--- src/rtl/jericalla_fetch.sv ---
// Instruction sequencer for the Jericalla datapath: loadable program memory,
// start/done handshake, fixed issue/hold window and optional skip-on-zero.
module jericalla_fetch #(
    parameter int AW   = 4,
    parameter int IW   = 17,
    parameter int HOLD = 2
) (
    input  logic          clk,
    input  logic          rst,
    input  logic          prog_we,
    input  logic [AW-1:0] prog_addr,
    input  logic [IW-1:0] prog_data,
    input  logic          start,
    input  logic [AW-1:0] last_addr,
    input  logic          skip_en,
    input  logic          Zflag,
    output logic [IW-1:0] Instruccion,
    output logic [AW-1:0] pc,
    output logic          busy,
    output logic          done
);

    typedef enum logic [2:0] {
        S_IDLE,
        S_FETCH,
        S_ISSUE,
        S_HOLD,
        S_DONE
    } state_t;

    localparam int CW = (HOLD > 1) ? $clog2(HOLD) : 1;

    state_t        state;
    state_t        state_nxt;
    logic [IW-1:0] mem [2**AW];
    logic [IW-1:0] ir;
    logic [CW-1:0] hold_cnt;
    logic          last_hold;
    logic          skip;
    logic          finish;
    logic [AW-1:0] pc_p1;
    logic [AW-1:0] pc_step;
    logic          idle_like;

    assign idle_like = (state == S_IDLE) || (state == S_DONE);
    assign last_hold = (state == S_HOLD) && (hold_cnt == '0);
    assign skip      = skip_en & Zflag;
    assign pc_p1     = pc + AW'(1);
    assign pc_step   = skip ? (pc + AW'(2)) : pc_p1;
    assign finish    = (pc == last_addr) || (skip && (pc_p1 == last_addr));

    // Memory has no reset so a loaded program survives rst.
    always_ff @(posedge clk) begin
        if (prog_we && idle_like) begin
            mem[prog_addr] <= prog_data;
        end
    end

    always_ff @(posedge clk) begin
        if (rst) begin
            state <= S_IDLE;
        end else begin
            state <= state_nxt;
        end
    end

    always_comb begin
        state_nxt = state;
        case (state)
            S_IDLE:  if (start) state_nxt = S_FETCH;
            S_DONE:  if (start) state_nxt = S_FETCH;
            S_FETCH: state_nxt = S_ISSUE;
            S_ISSUE: state_nxt = S_HOLD;
            S_HOLD: begin
                if (last_hold) begin
                    state_nxt = finish ? S_DONE : S_FETCH;
                end
            end
            default: state_nxt = S_IDLE;
        endcase
    end

    always_ff @(posedge clk) begin
        if (rst) begin
            pc       <= '0;
            ir       <= '0;
            hold_cnt <= '0;
        end else begin
            case (state)
                S_IDLE, S_DONE: if (start) pc <= '0;
                S_FETCH: ir <= mem[pc];
                S_ISSUE: hold_cnt <= CW'(HOLD - 1);
                S_HOLD: begin
                    if (last_hold) begin
                        if (!finish) pc <= pc_step;
                    end else begin
                        hold_cnt <= hold_cnt - CW'(1);
                    end
                end
                default: ;
            endcase
        end
    end

    // Bit 0 (RAM write enable) only reaches the datapath during ISSUE.
    always_comb begin
        Instruccion = '0;
        busy        = 1'b0;
        done        = 1'b0;
        case (state)
            S_FETCH: busy = 1'b1;
            S_ISSUE: begin
                Instruccion = ir;
                busy        = 1'b1;
            end
            S_HOLD: begin
                Instruccion = {ir[IW-1:1], 1'b0};
                busy        = 1'b1;
            end
            S_DONE:  done = 1'b1;
            default: ;
        endcase
    end

endmodule

--- config.mk ---
export PLATFORM = sky130hd
export DESIGN_NAME = jericalla_fetch
export DESIGN_NICKNAME = d
export VERILOG_FILES = /design/src/rtl/jericalla_fetch.sv
export SDC_FILE = /design/constraint.sdc
export NUM_CORES = 1
export LEC_CHECK = 0
export CELL_PAD_IN_SITES_DETAIL_PLACEMENT = 0
export CELL_PAD_IN_SITES_GLOBAL_PLACEMENT = 1
export CORE_MARGIN = 2
export CORE_UTILIZATION = 40
export DETAILED_ROUTE_END_ITERATION = 12
export GPL_TIMING_DRIVEN = 0
export PLACE_DENSITY_LB_ADDON = 0.1
export SYNTH_ARGS = -nofsm -noshare
export SYNTH_HDL_FRONTEND = slang
export SYNTH_SLANG_ARGS = --single-unit
--- constraint.sdc ---
create_clock -name clk -period 2.5 [get_ports clk]
set_input_delay 0.25 -clock clk [delete_from_list [all_inputs] [get_ports clk]]
set_output_delay 0.25 -clock clk [all_outputs]
set_load 0.005 [all_outputs]
==> reports/qor.yml, run 1 <==
setup_path:
  worst_setup_path_class: "flip-flop to output pin"
  crit_path_frequent_cell: "buf_4"
  setup.reg_to_reg.worst_slack_ns: 0.18
  nature_of_the_critical_path_endpoint: "output pin"
  timing.critical_path.fanout_max: 10
  regToRegStartpoint: "pc[1]"
  cp.required_ns: 2.25
  cp_cell_sequence: "nor2b_1, buf_4, buf_4, and2_1, clkdlybuf4s50_1"
  worstReg2RegEnd: "ir[0]"
  timing.critical_path.slowest_stage_cell: "clkdlybuf4s50_1"
  worstSetupStartpointType: "flip-flop"
  r2r.worst_path.cells: 6
  cpLargestDelayFamily: "buffers and inverters"
  critical_path.max_stage_delay_ns: 0.52
  buf_inv_stages_crit_path: 3
  worstPathArrival_ns: 2.11
synth:
  yosys-top-cells-area: "edfxtp_1 71%, mux4_2 13%, dfxtp_1 4.3%, a22o_1 1.3%, a221oi_2 1.2%"
  synth_edf_count: 272
  postSynthAreaPerCell_um2: 20.4
  synthCells: 565
  dominantRegCellSynth: "edfxtp_1"
  cell_with_the_most_instances_after_synthesis: "edfxtp_1"
  syn-cell-area_mm2: 0.0115
  synth_top_area_share_pct: 70.9
  postSynthNetCount: 598
  postSynth.asyncResetShare_pct: 0
  synth_top_cells_by_count: "272 x edfxtp_1, 68 x mux4_2, 26 x nand2_1"
  yosys_register_bits: 297
  post_synth_num_cell_types: 43
  yosysWarnings: 0
  part_of_the_yosys_area_used_for_sequential_elements_pct: 75.2
  synth_area_leader_cell: "edfxtp_1"
cells_and_area:
  layout.cells.non_filler: 1074
  final_layout_size_suffix_gt1_share_pct: 26.7
  total_number_of_nets_in_the_final_design: 700
  area_growth_syn_to_layout_pct: 20.9
  diodes: 0
global_route:
  grt_first_pass_wirelength_mm: 38.2
  first_global_vias: 5962
  globalRouteTotalUtil_pct: 17.2
  antenna_found_initial: 0
  grt_start_max_net_pins: 17
  final_global_route_overflow_total: 0
die:
  std_cell_rows: 62
  die_w_um: 174
  core_region_area_mm2: 0.0285
  die_y_um: 174
  dieArea_mm2: 0.0302
  ios: 54
  floorplan.initialDensity_pct: 40.4
timing:
  timing.clock.skew_ns: 0.0110
  final_max_slew_viol_count: 0
  setup_viol: 0
  final_period_utilization_pct: 94.6
  hold_slack_ns: 0.0742
  final-hold-violation-count: 0
  max_freq_ghz: 0.423
  setup_tns_ns: 0
  tightestPinTransition_ns: 0.700
  final_critical_path_setup_slack_ns: 0.135
  slew_headroom_pct: 53.2
  min_period_ns: 2.36
pwr:
  switching_share_pct: 20.0
  leakage_nw: 4.36
  p_per_area_mw_per_mm2: 759
  power.internal_mw: 8.45
  power.share.sequential_pct: 52.3
  switchingPower_mw: 2.12
  vdd.ir_drop.worst_uv: 573
  comb_power_share_pct: 4.0
  power_consumption_mw: 10.6
  clock_power_share_pct: 43.8
worst_hold_path:
  hp-start: "rst"
  min_to: "state[2]"
  hp-class: "input port to flip-flop"
  hold-path-cell-count: 2
run_status:
  run_status: "completed"
clock_network:
  clock_root_buffer_master: "clkbuf_16"
  postCtsSetupRepairBufs: 0
  cts.hold.buffers_added: 0
  clock_sink_count: 297
  cts_tree: "yes"
  cts_inserted_buffers: 31
  clock_tree.htree_level_count: 1
  clk_latency_ns: 0.55
  clk_pin_slew_worst_paths_ns: 0.06
  ctsLongestPathBuffers: 3
detailed_routing:
  route.vias.total: 5699
  dr.first_iter.drc_count: 562
  wl_per_cell_um: 24.0
  route.detailed.drc: 0
  final_antenna_net_count: 0
  dr.pass1.iters: 5
  wl_mm: 25.7
  viasPerCell: 5.31
place:
  gp_congestion: 0.747
  placed_cells: 1018
  dp_worst_setup_slack_ns: -0.188
  hpwl_mm: 17.3
  numPortBuffers: 52
job:
  max-cap-violations: 0
[flip-flops by register name (all words and copies together) (netlist names)]
signal / count
mem: 272
hold_cnt: 1
pc: 4
state: 3
ir: 17
[metrics by stage]
step | utilization [%] | instance area (um^2)
after floorplan | - | 11500
after CTS | 48.8 | 13900
after global placement | 43.9 | 12500
after global routing | 48.8 | 13900
final | 48.8 | 13900
after detailed placement | 45.1 | 12900
[area by class of cell]
cell class	instances	area, um^2
repair buffers	69	811
plain buffers	29	180
multi-input cells	236	2750
flip-flops and latches	297	8670
well taps	384	480
clock inverters	20	231
fillers	2402	14600
inverters	3	11.3
clock buffers	36	795
[how the worst max path moves through the flow]
stage          startpoint              end  slack, ns  cells after the start
5_1_grt          state[1]  Instruccion[12]    -0.0009                      5
3_5_place_dp        pc[1]           ir[11]      -0.19                      6
2_1_floorplan    state[0]        mem[4][0]      0.003                      5
4_1_cts          state[1]  Instruccion[12]      -0.02                      5
3_3_place_gp     state[0]        mem[8][6]      -1.71                      3
6_report         state[1]  Instruccion[12]       0.14                      5
[power groups by stage]
stage               logic (mW)  clock network, mW  registers (mW)
detailed placement       0.422                  0            5.63
global route             0.457               4.93            5.53
global placement         0.386                  0            5.63
floorplan                0.193                  0            5.62
finish                   0.419               4.62            5.53
CTS                      0.429               4.72            5.53
[per-layer routing]
metal / share of wire (%) / global-route usage [%]
met5: 0 / 0
met4: 1.2 / 3.54
met3: 4.8 / 2.48
met2: 51 / 29.9
met1: 43 / 23.3
[cell families (layout without fill, tap and decap cells)]
| logic type | Yosys count | after routing | share of synthesized area [%] |
|---|---|---|---|
| flops | 297 | 297 | 75.2 |
| fa+ha+maj | 2 | 2 | 0.217 |
| xor+xnor | 8 | 8 | 0.858 |
| simple gates | 90 | 90 | 3.97 |
| mux | 68 | 68 | 13.3 |
| buf+inv | 32 | 157 | 1.51 |
| compound gates | 68 | 68 | 4.94 |
[what timing repair did]
action,in CTS,in global routing
resized for setup,12,8
cloned,0,0
endpoints found under the setup margin,46,13
[cells in the final DEF, fill, tap and decap left out, types with 6 or more instances in the layout]
master	synthesis	routed
mux4_2	68	68
buf_6	5	9
clkinv_2	0	6
dfxtp_1	25	24
clkdlybuf4s50_1	0	52
a221oi_2	9	9
and2_1	20	20
o21ai_0	9	9
nor2_2	0	13
nand2_1	26	26
edfxtp_1	272	272
nor2_1	20	7
clkbuf_16	0	31
a22o_1	17	17
o21ai_1	11	11
a221oi_1	8	8
buf_2	7	7
buf_8	0	9
clkbuf_1	15	12
Power figures use the tool's default switching activity.
==> inputs of run 2 (changes only) <==
--- a/config.mk
+++ b/config.mk
@@ -12,6 +12,7 @@
 export DETAILED_ROUTE_END_ITERATION = 12
 export GPL_TIMING_DRIVEN = 0
 export PLACE_DENSITY_LB_ADDON = 0.1
+export SLEW_MARGIN = 20
 export SYNTH_ARGS = -nofsm -noshare
 export SYNTH_HDL_FRONTEND = slang
 export SYNTH_SLANG_ARGS = --single-unit
==> reports/qor.yml, run 2 (same netlist as run 1, synthesis figures left out) <==
cells_and_area:
  layout.cells.non_filler: 1071
  diodes: 0
  final_layout_size_suffix_gt1_share_pct: 25.3
  final_cell_area_mm2: 0.0138
  highest_count_cells_in_the_layout_ignoring_fill_and_taps: "272 x edfxtp_1, 68 x mux4_2, 52 x clkdlybuf4s50_1"
  total_number_of_nets_in_the_final_design: 696
  multiInputGateArea_mm2: 0.00281
  regArea_mm2: 0.00867
  mostFrequentLayoutCell: "edfxtp_1"
  largest_register: "mem"
  largest_registers: "mem: 272 flops, ir: 17 flops, pc: 4 flops"
  area_growth_syn_to_layout_pct: 19.5
  layout.filler_cells: 2410
  fin_util_pct: 48.2
  largest_reg_flops: 272
timing:
  setup_tns_ns: -0.214
  final_critical_path_setup_slack_ns: -0.0334
  rsz_0062_raised_after_global_routing: "yes"
  final_max_slew_viol_count: 0
  min_period_ns: 2.53
  timing.clock.skew_ns: 0.0125
  setup_viol: 7
  final_period_utilization_pct: 101
  slew_headroom_pct: 47.7
  tightestPinTransition_ns: 0.784
  final-hold-violation-count: 0
  hold_slack_ns: 0.0901
  max_freq_ghz: 0.395
detailed_routing:
  wl_mm: 25.6
  dr.first_iter.drc_count: 523
  route.detailed.drc: 0
  routed.top_layer: "met4"
  wl_per_cell_um: 23.9
  route.vias.total: 5665
  detailed_route_wirelength_on_metal3_mm: 1.22
  viasPerCell: 5.29
  final_antenna_net_count: 0
  route.met2.wl_mm: 13.1
  dr.pass1.iters: 5
  route.layer.met1.wl_mm: 11.0
place:
  gp_congestion: 0.747
  numPortBuffers: 52
  hpwl_mm: 16.9
  placed_cells: 1011
  placed_area_mm2: 0.0127
  dp_worst_setup_slack_ns: -0.217
clock_network:
  clk_latency_ns: 0.55
  clock_root_buffer_master: "clkbuf_16"
  clock_sink_count: 297
  clock_tree.htree_level_count: 1
  cts_tree: "yes"
  clk_pin_slew_worst_paths_ns: 0.06
  cts_inserted_buffers: 30
  ctsLongestPathBuffers: 3
die:
  die_w_um: 174
  die_y_um: 174
  core_region_area_mm2: 0.0285
  floorplan.initialDensity_pct: 40.4
  ios: 54
  std_cell_rows: 62
  dieArea_mm2: 0.0302
worst_hold_path:
  hold-path-cell-count: 2
  min_to: "state[2]"
  hp-class: "input port to flip-flop"
  hp-start: "rst"
setup_path:
  setup.reg_to_reg.worst_slack_ns: -0.03
  worstSetupStartpointType: "flip-flop"
  cp.required_ns: 2.76
  regToRegStartpoint: "state[0]"
  timing.critical_path.fanout_max: 11
  worstPathArrival_ns: 2.79
  nature_of_the_critical_path_endpoint: "flip-flop"
  worstReg2RegEnd: "mem[2][9]"
  worst_setup_path_class: "flip-flop to flip-flop"
  r2r.worst_path.cells: 5
global_route:
  grt_first_pass_wirelength_mm: 38.3
  antenna_found_initial: 0
  grt_start_max_net_pins: 18
  first_global_vias: 6012
  final_global_route_overflow_total: 0
  globalRouteTotalUtil_pct: 17.3
pwr:
  p_per_area_mw_per_mm2: 745
  vdd.ir_drop.worst_uv: 473
  power_consumption_mw: 10.3
  leakage_nw: 4.27
run_status:
  failing_checks: "negative setup slack"
  run_status: "complete, but fails checks"
job:
  max-cap-violations: 0
## run 2: critical path: stages, from the launching register on
cell     delay (ns)
dfxtp_1        0.34
nor2_2         0.41
nand2_1        0.13
or3_1          0.47
nor2_2         0.65
buf_6          0.24
## run 2: power breakdown
part	internal, mW	switching [mW]	total, mW	leakage (nW)
clock network	2.51	1.80	4.31	0.458
registers	5.50	0.0258	5.53	2.66
logic	0.168	0.253	0.421	1.16
total	8.18	2.08	10.3	4.27
## run 2: layout make-up
| class | count | share of cell area (%) |
|---|---|---|
| Timing Repair Buffer | 66 | 4.84 |
| Inverter | 3 | 0.0818 |
| Clock buffer | 39 | 5.70 |
| Buffer | 29 | 1.35 |
| Sequential cell | 297 | 63.0 |
| Tap cell | 384 | 3.49 |
| Clock inverter | 17 | 1.19 |
| Multi-Input combinational cell | 236 | 20.4 |
## run 2: worst max-delay path by stage
stage                        start  slack (ns)    endpoint
after global placement    state[0]       -1.71   mem[8][6]
after floorplan           state[0]       0.003   mem[4][0]
after CTS                 state[0]       0.005  mem[1][16]
final                     state[0]       -0.03   mem[2][9]
after global routing      state[0]       -0.12   mem[2][9]
after detailed placement  state[0]       -0.22   mem[8][4]
## run 2: per-layer routing
layer | vias up | GRT usage, %
met5 | - | 0
met4 | 0 | 3.50
met3 | 31 | 2.81
met2 | 128 | 30.3
met1 | 2962 | 23.0
li1 | 2544 | -
## run 2: timing repair
item / 4_1_cts / 5_1_grt
setup buffers: 0 / 4
endpoints found under the setup margin: 171 / 54
gates resized for setup: 12 / 7
hold buffers: 0 / 0
pin swaps: 0 / 2
==> inputs of run 3 (changes only) <==
--- a/config.mk
+++ b/config.mk
@@ -7,12 +7,12 @@
 export LEC_CHECK = 0
 export CELL_PAD_IN_SITES_DETAIL_PLACEMENT = 0
 export CELL_PAD_IN_SITES_GLOBAL_PLACEMENT = 1
+export CORE_ASPECT_RATIO = 0.8
 export CORE_MARGIN = 2
 export CORE_UTILIZATION = 40
 export DETAILED_ROUTE_END_ITERATION = 12
 export GPL_TIMING_DRIVEN = 0
 export PLACE_DENSITY_LB_ADDON = 0.1
-export SLEW_MARGIN = 20
 export SYNTH_ARGS = -nofsm -noshare
 export SYNTH_HDL_FRONTEND = slang
 export SYNTH_SLANG_ARGS = --single-unit
==> reports/qor.yml, run 3 (same netlist as run 1, synthesis figures left out) <==
run_status:
  run_status: "complete, but fails checks"
  failing_checks: "antenna violations"
setup_path:
  nature_of_the_critical_path_endpoint: "flip-flop"
  timing.critical_path.fanout_max: 10
  worst_setup_path_class: "flip-flop to flip-flop"
  worstPathArrival_ns: 2.81
  worstSetupStartpointType: "flip-flop"
  r2r.worst_path.cells: 6
  cp.required_ns: 2.92
global_route:
  antenna_found_initial: 0
  final_global_route_overflow_total: 0
  grt_first_pass_wirelength_mm: 38.7
  globalRouteTotalUtil_pct: 17.4
  first_global_vias: 5903
  grt_start_max_net_pins: 20
pwr:
  p_per_area_mw_per_mm2: 758
  power_consumption_mw: 10.5
  vdd.ir_drop.worst_uv: 544
  leakage_nw: 4.35
clock_network:
  clock_tree.htree_level_count: 1
  clock_root_buffer_master: "clkbuf_16"
  ctsLongestPathBuffers: 3
  cts_inserted_buffers: 31
  cts_tree: "yes"
  clock_sink_count: 297
  clk_latency_ns: 0.56
  clk_pin_slew_worst_paths_ns: 0.06
  postCtsSetupRepairBufs: 0
detailed_routing:
  route.layer.met1.wl_mm: 12.4
  routed.top_layer: "met4"
  viasPerCell: 5.41
  wl_per_cell_um: 24.2
  dr.pass1.iters: 5
  dr.first_iter.drc_count: 566
  route.met2.wl_mm: 11.6
  detailed_route_wirelength_on_metal3_mm: 1.23
  wl_mm: 25.8
  route.vias.total: 5767
  final_antenna_net_count: 1
  route.detailed.drc: 0
place:
  dp_worst_setup_slack_ns: -0.279
  hpwl_mm: 17.4
  numPortBuffers: 52
  gp_congestion: 0.733
timing:
  min_period_ns: 2.38
  rsz_0062_raised_after_global_routing: "no"
  max_freq_ghz: 0.420
  final-hold-violation-count: 0
  final_period_utilization_pct: 95.3
  timing.clock.skew_ns: 0.0186
  setup_viol: 0
  final_critical_path_setup_slack_ns: 0.117
  hold_slack_ns: 0.0669
  final_max_slew_viol_count: 0
  slew_headroom_pct: 47.6
  tightestPinTransition_ns: 0.783
cells_and_area:
  total_number_of_nets_in_the_final_design: 699
  mostFrequentLayoutCell: "edfxtp_1"
  final_layout_size_suffix_gt1_share_pct: 25.9
  largest_registers: "mem: 272 flops, ir: 17 flops, pc: 4 flops"
  largest_reg_flops: 272
  area_growth_syn_to_layout_pct: 20.7
  largest_register: "mem"
  highest_count_cells_in_the_layout_ignoring_fill_and_taps: "272 x edfxtp_1, 68 x mux4_2, 52 x clkdlybuf4s50_1"
  layout.filler_cells: 2341
job:
  max-cap-violations: 0
worst_hold_path:
  hold-path-cell-count: 2
  hp-class: "input port to flip-flop"
die:
  dieArea_mm2: 0.0302
  die_w_um: 194
  die_y_um: 156
  core_region_area_mm2: 0.0283
  ios: 54
  floorplan.initialDensity_pct: 40.7
  std_cell_rows: 55
run 3: cell types whose count changed in the layout (fill, tap and decap cells not counted), moves of 5 or more:
cell,previous run,this run
nor2_2,3,12
nor2_4,10,1
buf_4,10,2
buf_8,0,8
diode_2,0,5
run 3: where the power goes:
| group | leakage [nW] | total, mW | switching, mW | internal, mW |
|---|---|---|---|---|
| combinational | 1.20 | 0.414 | 0.246 | 0.168 |
| clock | 0.497 | 4.60 | 1.85 | 2.76 |
| sequential | 2.66 | 5.53 | 0.0260 | 5.50 |
run 3: area by class of cell:
type,instances,area (um^2),share of cell area [%]
antenna,5,12.5,0.0899
buffer,28,169,1.21
clock buffer,44,845,6.07
clock inverter,14,173,1.24
inverter,3,11.3,0.0809
multi-input combinational,236,2770,19.9
sequential,297,8670,62.3
tap,370,463,3.33
timing repair buffer,69,807,5.80
run 3: worst paths after layout:
kind,to,slack [ns],from
setup / recovery,ir[13],0.12,pc[1]
hold / removal,state[2],0.07,rst
setup reg to reg,ir[13],0.12,pc[1]
hold reg to reg,ir[3],0.44,ir[3]
run 3: timing repair:
action                                  4_1_cts  5_1_grt
pin swaps                                     0        0
gates resized for setup                      10        3
hold buffers                                  0        0
endpoints found under the setup margin       64        4
run 3: metal layers:
layer / vias to the layer above / GRT usage, %
met5: - / 0
met4: 0 / 3.74
met3: 34 / 2.66
met2: 148 / 27.1
met1: 3031 / 26.3
li1: 2554 / -
run 3: worst max-delay path: stages, from the launching register on:
cell	delay [ns]
dfxtp_1	0.39
buf_2	0.30
buf_2	0.37
mux4_2	0.37
a22o_1	0.30
a221oi_1	0.43
o21ai_1	0.09
run 3: metrics by stage:
stage | util, % | area [um^2] | instances | setup TNS [ns]
after floorplan | - | 11500 | 565 | 0
after global placement | 44.2 | 12500 | 987 | -241.80
after detailed placement | 45.4 | 12900 | 1004 | -7.03
after CTS | 49.1 | 13900 | 1061 | 0
after global routing | 49.1 | 13900 | 1061 | 0
final | 49.2 | 13900 | 1066 | 0
==> edit: new RTL, config.mk and constraints of run 1 <==
The 5 states of `state_t` get a Gray code encoding in 3 bits.
--- a/src/rtl/jericalla_fetch.sv
+++ b/src/rtl/jericalla_fetch.sv
@@ -21,11 +21,11 @@
 );
 
     typedef enum logic [2:0] {
-        S_IDLE,
-        S_FETCH,
-        S_ISSUE,
-        S_HOLD,
-        S_DONE
+        S_IDLE  = 3'b000,
+        S_FETCH = 3'b001,
+        S_ISSUE = 3'b011,
+        S_HOLD  = 3'b010,
+        S_DONE  = 3'b110
     } state_t;
 
     localparam int CW = (HOLD > 1) ? $clog2(HOLD) : 1;
Check against the original RTL: no difference found for any inputs over 10 cycles, from zero or initial values and one cycle with rst high; not proved beyond that.
==> edit against run 1 <==
- worst setup slack got worse by 40 ps
- power increased by 5.1%
- sequential cell count unchanged
- wire length increased by 4.5%
- area after synthesis increased by 0.56%
- die area increased by 0.55%
- worst hold slack got worse by 16 ps
- clock power increased by 8.4%
- design area increased by 2.3%
==> edit: results <==
metrics = {
    "logic_synthesis": {
        "syn_nets": 648,
        "ys_top_cells_by_area": "edfxtp_1 (70%), mux4_2 (13%), dfxtp_1 (4.3%), a21oi_1 (1.6%), mux2i_1 (1.6%)",
        "yosys.area_share.adder_pct": 0.216,
        "synth.top_cells.by_count": "edfxtp_1 (272), mux4_2 (68), nand2_1 (41)",
        "synthDominantCellAreaShare_pct": 70.5,
        "async_flop_share_pct": 0,
        "netlist-cell-type-count": 44,
        "synthXorXnorAreaFrac_pct": 0.734,
        "area_fraction_in_compound_gates_after_synthesis_pct": 3.42,
        "synth-seq-area-share_pct": 74.8,
        "muxShareOfSynthArea_pct": 14.8,
    },
    "placement": {
        "post_dp_cell_area_um2": 12900,
        "place_worst_setup_slack_ps": -599,
        "dp_hpwl_um": 18400,
        "place_congestion": 0.789,
    },
    "setup_path": {
        "worst_ep_arrival_time_ps": 2150,
        "worst_setup_path_startpoint": "state[1]",
        "reg2regPathDepth": 5,
        "crit_slowest_cell": "clkdlybuf4s50_1",
        "worst-r2r-setup-slack_ps": 140,
        "slowest_delay_ps": 510,
        "worstReg2RegStart": "pc[2]",
        "setup.worst_path.end": "Instruccion[1]",
        "r2r-end": "ir[3]",
    },
    "drt": {
        "totalWireLength_um": 26900,
        "initialDrtViolationCount": 526,
        "drt_pre_antenna_iters": 4,
        "via_per_inst": 5.30,
    },
    "status": {
        "result_of_the_run": "finished, final reports clean",
    },
    "power_and_ir_drop": {
        "power.ir.vdd_worst_mv": 0.466,
        "power.net_switching_mw": 2.26,
        "total_leakage_power_nw": 4.62,
    },
    "global_routing": {
        "grt_first_pass_wirelength_um": 39800,
        "maximum_number_of_pins_on_one_net_before_global_route_repair": 18,
        "first_global_vias": 6352,
        "grt_usage_pct": 17.9,
    },
    "layout": {
        "design.final.nets": 753,
        "n_antenna_cell": 0,
        "layout-drive-gt1-share_pct": 25.2,
    },
    "sta": {
        "finalClockSkew_ps": 8.60,
        "slew_headroom_pct": 30.6,
        "finalCritPeriodShare_pct": 96.2,
    },
    "clock_network": {
        "clock_tree.buffer_depth": 3,
    },
    "min_path": {
        "hold_path.class": "in -> reg",
    },
}
edit: worst min-delay path by stage:
stage,start,end,slack [ps],cells past startpoint
floorplan,prog_data[0],mem[0][0],350,0
global placement,ir[2],ir[2],450,2
detailed placement,ir[1],ir[1],460,2
CTS,rst,hold_cnt,10,2
global route,rst,state[1],80,2
finish,rst,hold_cnt,60,2
edit: worst max-delay path: cells and delay by family (launching register included):
kind / cells / cell delay, ps
flops: 1 / 400
simple gates: 2 / 360
buf+inv: 3 / 850
edit: cell type report:
class / count / area (um^2)
repair buffers: 74 / 873
clock inverters: 23 / 309
flip-flops and latches: 297 / 8670
clock buffers: 35 / 831
well taps: 384 / 480
inverters: 6 / 22.5
fillers: 2331 / 14400
multi-input cells: 280 / 2910
plain buffers: 30 / 160
edit: routing by layer:
| layer | up-vias | routed length, um | global-route usage [%] |
|---|---|---|---|
| met3 | 47 | 1320 | 3.08 |
| met4 | 0 | 742 | 5.11 |
| met5 | - | 0 | 0 |
| met1 | 3132 | 11300 | 23.7 |
| met2 | 124 | 13600 | 30.6 |
| li1 | 2677 | - | - |
edit: power groups by stage:
stage                     combinational, mW  sequential [mW]  clock (mW)
after global placement                0.529             5.63           0
after detailed placement              0.562             5.63           0
after global routing                  0.614             5.53        5.31
after CTS                             0.575             5.53        5.12
after floorplan                       0.290             5.62           0
final                                 0.566             5.53        5.01
edit: what timing repair did:
item / 4_1_cts / 5_1_grt
setup endpoints to repair: 266 / 74
resized for setup: 24 / 10
pin swaps: 3 / 4
buffers inserted: 4 / 3
edit: through the flow:
step	cells	power (mW)
2_1_floorplan	615	5.91
3_3_place_gp	1051	6.16
3_5_place_dp	1066	6.19
4_1_cts	1127	11.2
5_1_grt	1129	11.5
6_report	1129	11.1
